[config.mk]
export PLATFORM = sky130hd
export DESIGN_NAME = pbit_histogram_flat
export DESIGN_NICKNAME = d
export VERILOG_FILES = /design/src/rtl/pbit_histogram_if.sv /design/src/rtl/pbit_histogram.sv /design/src/flat_wrapper.sv
export SDC_FILE = /design/constraint.sdc
export NUM_CORES = 1
export LEC_CHECK = 0
export ABC_AREA = 1
export BUFFER_PORTS_ARGS = -buffer_cell sky130_fd_sc_hd__buf_2
export CORE_MARGIN = 10
export CORE_UTILIZATION = 63
export CTS_CLUSTER_SIZE = 14
export DETAILED_ROUTE_END_ITERATION = 6
export PLACE_DENSITY_LB_ADDON = 0.1
export SLEW_MARGIN = 25
export SYNTH_ARGS = -nofsm -noshare
export SYNTH_HDL_FRONTEND = slang
export SYNTH_SLANG_ARGS = --single-unit
[constraint.sdc]
create_clock -name CLK -period 3.62 [get_ports CLK]
set_input_delay 0.905 -clock CLK [delete_from_list [all_inputs] [get_ports CLK]]
set_output_delay 0.905 -clock CLK [all_outputs]
set_load 0.05 [all_outputs]
[src/rtl/pbit_histogram_if.sv]
// Bus bundle for the p-bit histogram: p-bit inputs, run control and the
// bin read port. The master drives stimulus/reads; the slave is the block.
interface pbit_histogram_if #(
    parameter int CNT_W = 16
);
    logic             m1;
    logic             m2;
    logic             m3;
    logic             start;
    logic             busy;
    logic             done;
    logic             rd_en;
    logic [2:0]       rd_addr;
    logic [CNT_W-1:0] rd_data;
    logic             rd_valid;

    modport master (
        output m1, m2, m3, start, rd_en, rd_addr,
        input  busy, done, rd_data, rd_valid
    );

    modport slave (
        input  m1, m2, m3, start, rd_en, rd_addr,
        output busy, done, rd_data, rd_valid
    );
endinterface

[src/rtl/pbit_histogram.sv]
// Eight-bin histogram of a 3-bit p-bit network state. A run takes
// NUM_SAMPLES samples, one every SAMPLE_DIV clocks, into saturating bin
// counters that can be read back at any time through a registered port.
module pbit_histogram #(
    parameter int SAMPLE_DIV  = 6,
    parameter int NUM_SAMPLES = 1000,
    parameter int CNT_W       = 16
) (
    input  logic            CLK,
    input  logic            RST,
    pbit_histogram_if.slave bus
);
    localparam int NUM_BINS = 8;
    localparam int DIV_W    = (SAMPLE_DIV > 1) ? $clog2(SAMPLE_DIV) : 1;
    localparam int SMP_W    = (NUM_SAMPLES > 1) ? $clog2(NUM_SAMPLES) : 1;

    localparam logic [DIV_W-1:0] DIV_LAST = DIV_W'(SAMPLE_DIV - 1);
    localparam logic [SMP_W-1:0] SMP_LAST = SMP_W'(NUM_SAMPLES - 1);
    localparam logic [CNT_W-1:0] CNT_MAX  = {CNT_W{1'b1}};

    typedef enum logic [1:0] {
        ST_IDLE   = 2'd0,
        ST_SAMPLE = 2'd1,
        ST_DONE   = 2'd2
    } state_e;

    state_e           state_q, state_d;
    logic [DIV_W-1:0] div_q, div_d;
    logic [SMP_W-1:0] smp_q, smp_d;
    logic [CNT_W-1:0] bin_q [NUM_BINS];
    logic [CNT_W-1:0] bin_d [NUM_BINS];
    logic             rd_valid_q, rd_valid_d;
    logic [CNT_W-1:0] rd_data_q, rd_data_d;

    logic [2:0]       sample_idx;
    logic             start_accept;
    logic             sample_tick;
    logic             last_sample;

    // Run-control decode shared by the FSM and the datapath.
    always_comb begin
        sample_idx   = {bus.m1, bus.m2, bus.m3};
        start_accept = bus.start && (state_q == ST_IDLE || state_q == ST_DONE);
        sample_tick  = (state_q == ST_SAMPLE) && (div_q == DIV_LAST);
        last_sample  = sample_tick && (smp_q == SMP_LAST);
    end

    // FSM state register.
    always_ff @(posedge CLK) begin
        // NOTE: clocked state uses non-blocking assignments so every register
        // samples the pre-edge values regardless of process ordering.
        if (RST) begin
            state_q <= ST_IDLE;
        end else begin
            state_q <= state_d;
        end
    end

    // FSM next state: start is only honoured outside SAMPLE; the last sample
    // moves to DONE on the same edge it is taken.
    always_comb begin
        // NOTE: the default assignment up front keeps every path assigned,
        // so no latch is inferred.
        state_d = state_q;
        unique case (state_q)
            ST_IDLE:   if (start_accept) state_d = ST_SAMPLE;
            ST_SAMPLE: if (last_sample)  state_d = ST_DONE;
            ST_DONE:   if (start_accept) state_d = ST_SAMPLE;
            default:   state_d = ST_IDLE;
        endcase
    end

    // FSM outputs, decoded from the state register so they change one cycle
    // after the deciding edge.
    always_comb begin
        bus.busy = (state_q == ST_SAMPLE);
        bus.done = (state_q == ST_DONE);
    end

    // Sample divider and sample counter next state.
    always_comb begin
        div_d = div_q;
        smp_d = smp_q;
        if (start_accept) begin
            div_d = '0;
            smp_d = '0;
        end else if (state_q == ST_SAMPLE) begin
            div_d = (div_q == DIV_LAST) ? '0 : div_q + DIV_W'(1);
            // Hold at the final count so the counter never wraps in DONE.
            if (sample_tick && !last_sample) begin
                smp_d = smp_q + SMP_W'(1);
            end
        end
    end

    // Divider and sample counter registers.
    always_ff @(posedge CLK) begin
        if (RST) begin
            div_q <= '0;
            smp_q <= '0;
        end else begin
            div_q <= div_d;
            smp_q <= smp_d;
        end
    end

    // Bin next state: cleared on an accepted start, otherwise the sampled bin
    // steps by one and sticks at full scale.
    always_comb begin
        for (int i = 0; i < NUM_BINS; i++) begin
            bin_d[i] = start_accept ? '0 : bin_q[i];
        end
        if (sample_tick && (bin_q[sample_idx] != CNT_MAX)) begin
            bin_d[sample_idx] = bin_q[sample_idx] + CNT_W'(1);
        end
    end

    // Bin registers.
    always_ff @(posedge CLK) begin
        // NOTE: the bins are a small register file, not RAM, and a reset must
        // discard an aborted run, so every entry is explicitly reset.
        if (RST) begin
            for (int i = 0; i < NUM_BINS; i++) begin
                bin_q[i] <= '0;
            end
        end else begin
            for (int i = 0; i < NUM_BINS; i++) begin
                bin_q[i] <= bin_d[i];
            end
        end
    end

    // Read port next state: data captured from the pre-increment bins, held
    // between reads.
    always_comb begin
        rd_valid_d = bus.rd_en;
        rd_data_d  = bus.rd_en ? bin_q[bus.rd_addr] : rd_data_q;
    end

    // Read port registers.
    always_ff @(posedge CLK) begin
        if (RST) begin
            rd_valid_q <= 1'b0;
            rd_data_q  <= '0;
        end else begin
            rd_valid_q <= rd_valid_d;
            rd_data_q  <= rd_data_d;
        end
    end

    // Read port outputs.
    always_comb begin
        bus.rd_valid = rd_valid_q;
        bus.rd_data  = rd_data_q;
    end
endmodule

[src/flat_wrapper.sv]
// flat-port wrapper written by rule: the top's interface ports become plain ports
module pbit_histogram_flat 
#(
    parameter int SAMPLE_DIV  = 6,
    parameter int NUM_SAMPLES = 1000,
    parameter int CNT_W       = 16
)
  (CLK, RST, bus_m1, bus_m2, bus_m3, bus_start, bus_rd_en, bus_rd_addr, bus_busy, bus_done, bus_rd_data, bus_rd_valid);
  pbit_histogram_if #(.CNT_W(CNT_W)) bus_i ();
  input  logic CLK;
  input  logic RST;
  input wire logic [$bits(bus_i.m1)-1:0] bus_m1;
  input wire logic [$bits(bus_i.m2)-1:0] bus_m2;
  input wire logic [$bits(bus_i.m3)-1:0] bus_m3;
  input wire logic [$bits(bus_i.start)-1:0] bus_start;
  input wire logic [$bits(bus_i.rd_en)-1:0] bus_rd_en;
  input wire logic [$bits(bus_i.rd_addr)-1:0] bus_rd_addr;
  output wire logic [$bits(bus_i.busy)-1:0] bus_busy;
  output wire logic [$bits(bus_i.done)-1:0] bus_done;
  output wire logic [$bits(bus_i.rd_data)-1:0] bus_rd_data;
  output wire logic [$bits(bus_i.rd_valid)-1:0] bus_rd_valid;
  assign bus_i.m1 = bus_m1;
  assign bus_i.m2 = bus_m2;
  assign bus_i.m3 = bus_m3;
  assign bus_i.start = bus_start;
  assign bus_i.rd_en = bus_rd_en;
  assign bus_i.rd_addr = bus_rd_addr;
  assign bus_busy = bus_i.busy;
  assign bus_done = bus_i.done;
  assign bus_rd_data = bus_i.rd_data;
  assign bus_rd_valid = bus_i.rd_valid;
  pbit_histogram #(.SAMPLE_DIV(SAMPLE_DIV), .NUM_SAMPLES(NUM_SAMPLES), .CNT_W(CNT_W)) u_core (.CLK(CLK), .RST(RST), .bus(bus_i));
endmodule
==> impl_results.md <==
- Met1 WL: approximately 14000 microns
- Met2 Routed Length: roughly 14000 microns
- Final TNS setup: 0 ns
- RSZ-0062 raised after global routing: no
- Top_reg_cell synth: dfxtp_1
- Fin crit share: 85.7%
- Setup crit start kind: input port
- Gpl congestion: approximately 0.95
- CP required: roughly 4.0 ns
- Worst Reg-to-Reg Cells: 15
- Power per cell area: between 300 and 400 nW/um^2
- Tightest Pin Transition: around 0.87 ns
- Initial antenna violation count: 0
- IO Pins: 29
- Worst hold start: u_core.div_q[0]
- Number of fill cells: between 1000 and 1500
- Clk sinks: 160
- Starting Density: 63.9%
- Total power: 4.02 mW
- Cts repair resizes: 0
- Commonest cells after routing, fill and taps aside: nand2_1 (729), nor2_1 (221), dfxtp_1 (160)
- Avg Inst Size Synth: slightly below 6 sq um
- Top cell type's share of synthesized area: between 30% and 40%
- TritonRoute pass-1 iters: 6
- Worst Setup Path Type: in2reg
- FF-to-FF End: u_core.bin_q[4][7]
- Yosys warning count: 0
- Status: completed
- Via/cell ratio: between 5 and 6
- Most common cell after layout, fill and taps aside: nand2_1
- DRT antenna net count: 0
- Skew final: 0.00952 ns
- Buf/Inv on CP: 3
- Worst Hold Depth: 1
- Register Area: between 3000 and 4000 sq um
- Syn-to-layout area delta: 8.83%
- Multi-input logic area: 5860 sq um
- Max Cap Violations: 0
- Area contributors post-synth: dfxtp_1 (32%), nand2_1 (27%), nor2_1 (8.3%)
- DR WL/cell: between 15 and 20 microns
- Global-route wire length before repair: 50400 microns
- Die Y: about 150 microns
- Worst Hold End: u_core.div_q[0]
- Cells along the critical path: buf_2 -> nor2_1 -> nand3_1 -> nand2_1 -> inv_1 -> nand2_1 -> ha_1 -> nand2_1 -> nor2_1 -> nand2_1 -> nor2_2 -> nor2_4 -> buf_4 -> nand2_4 -> nand2_1 -> nand2_1 -> nor2_1
- Net count after synthesis: about 1800
- Crit-path most repeated cell: nand2_1
- Number of global-route vias before repair: ~10000
- Die W: between 100 and 150 microns
- Core area: between 15000 and 20000 sq um
- Final Critical Period: between 3 and 4 ns
- Crit path largest cell delay: roughly 0.36 ns
- CTS root buf: clkbuf_16
- Ratio of cells with drive above 1 in the final layout: under 10%
- Clk_lat worst skew: 0.43 ns
- Slew margin rel.: just over 40%
- Clock Pin Slew Worst Setup and Hold Paths: 0.07 ns
- GRT overflow: 0
- Post-synth EDFFs: 0
- Post-Route WL: 31200 microns
- Nets: ~1700
- Setup violations, final: 0
- FF-to-FF Start: u_core.bin_q[3][1]
- Reg-to-reg setup timing slack: ~1.0 ns
- CTS tree: done
- Fin. max-slew vios: 0
- Top sig layer: met4
- Cell accounting for the most synthesized area: dfxtp_1
- Worst Setup End Kind: register
- LEAKAGE: around 5.2 nW
- Asr flop ratio synth: 0%
- CP delay by family, top: simple AND/OR/NAND/NOR gates
- Worst path arrival time: between 3 and 4 ns
- Max stage delay cell, worst path: nor2_1
- CTS buffer count: 17
- Detailed-route via count: about 11000
- WL met3: about 3000 microns
- Worst Hold Class: reg2reg
- Number of port buffers: 28
- Initial drt markers: roughly 1200
- Netlist cell types: 39
- GRT Util Overall: between 20% and 30%
- Largest net degree at the start of global routing: 90
- Achievable Freq: around 320 MHz
- CTS H-tree depth: 4
- CTS Hold Bufs: 0
- Drt drc: 0
- CP max FO: 19
- Die footprint: roughly 21000 sq um
- Post-Syn Area: approximately 10000 sq um
- Yosys reg bits: 160
- CTS Buffer Depth: 2
- Sequential area share after synthesis: a little under a third
- Post-CTS setup buffer count: 0
- Post-Syn Instances: approximately 1700
- Core Rows: 46
- ANT cells: 0
- Final hold violation count: 0
- Post-DP HPWL: approximately 20000 microns
- Maximum VDD drop: around 0.36 mV
==> cell type report <==
cell class / instances / area share [%]
Multi-Input combinational cell: 1346 / 53.4
Sequential cell: 160 / 29.2
Tap cell: 216 / 2.46
Inverter: 134 / 4.62
Clock buffer: 22 / 4.42
Clock inverter: 10 / 0.924
Timing Repair Buffer: 71 / 4.93
==> per-stage QoR <==
| stage | instance area (sq um) | utilization (%) | std cells | worst slack (ns) | hold WS, ns |
|---|---|---|---|---|---|
| floorplan | 10100 | - | 1740 | 0.422 | 0.443 |
| global placement | 10400 | 65.8 | 1927 | 0.263 | 0.463 |
| detailed placement | 10400 | 65.8 | 1927 | 0.186 | 0.471 |
| CTS | 11000 | 69.5 | 1959 | 0.615 | 0.478 |
| global route | 11000 | 69.5 | 1959 | 0.306 | 0.487 |
| finish | 11000 | 69.5 | 1959 | 0.519 | 0.479 |
==> power breakdown <==
| group | total (mW) | internal, mW | switching, mW |
|---|---|---|---|
| combinational | 0.431 | 0.0976 | 0.333 |
| sequential | 1.78 | 1.78 | 0.00678 |
| clock | 1.81 | 1.03 | 0.779 |
| total | 4.02 | 2.90 | 1.12 |
==> layer usage <==
layer  global-route usage (%)  vias to the layer above
met5                        0                        -
met4                     9.96                        0
met3                     6.24                       64
met2                     44.7                      524
met1                     38.1                     4924
li1                         -                     5389
==> registers in the layout, indices dropped and copies added (netlist names) <==
register	count
u_core.bin_q	128
u_core.bus.rd_data	16
u_core.bus.rd_valid	1
u_core.div_q	3
u_core.smp_q	10
u_core.state_q	2
==> cell usage after synthesis, types with 6 or more instances <==
library cell	instances
mux2i_1	19
dfxtp_1	160
clkinv_1	6
nand3_1	68
buf_4	9
nor2_2	8
nand4_1	6
o22ai_1	6
inv_1	125
nand2_1	729
clkbuf_1	52
o21ai_0	117
nor3_1	8
a21oi_1	111
buf_6	9
buf_2	24
nor2_1	222
o211ai_1	10
==> worst max-delay path by stage <==
stage,startpoint,end,slack [ns],cells past startpoint
2_1_floorplan,bus_m3,u_core.bin_q[2][2],0.42,22
3_3_place_gp,bus_m1,u_core.bin_q[0][14],0.26,13
3_5_place_dp,bus_m3,u_core.bin_q[0][14],0.19,15
4_1_cts,bus_m3,u_core.bin_q[0][14],0.61,16
5_1_grt,bus_m1,u_core.bin_q[5][14],0.31,13
6_report,bus_m1,u_core.bin_q[4][7],0.52,17
==> kinds of logic after synthesis <==
family	Yosys count	share of synthesized area [%]
flip-flops	160	31.8
XOR/XNOR	11	1.11
AO/OA/AOI/OAI	252	13.0
AND/OR/NAND/NOR	1062	41.8
adder cells (fa/ha/maj)	2	0.248
multiplexers	19	1.89
buffers and inverters	234	10.2
Power figures use the tool's default switching activity.
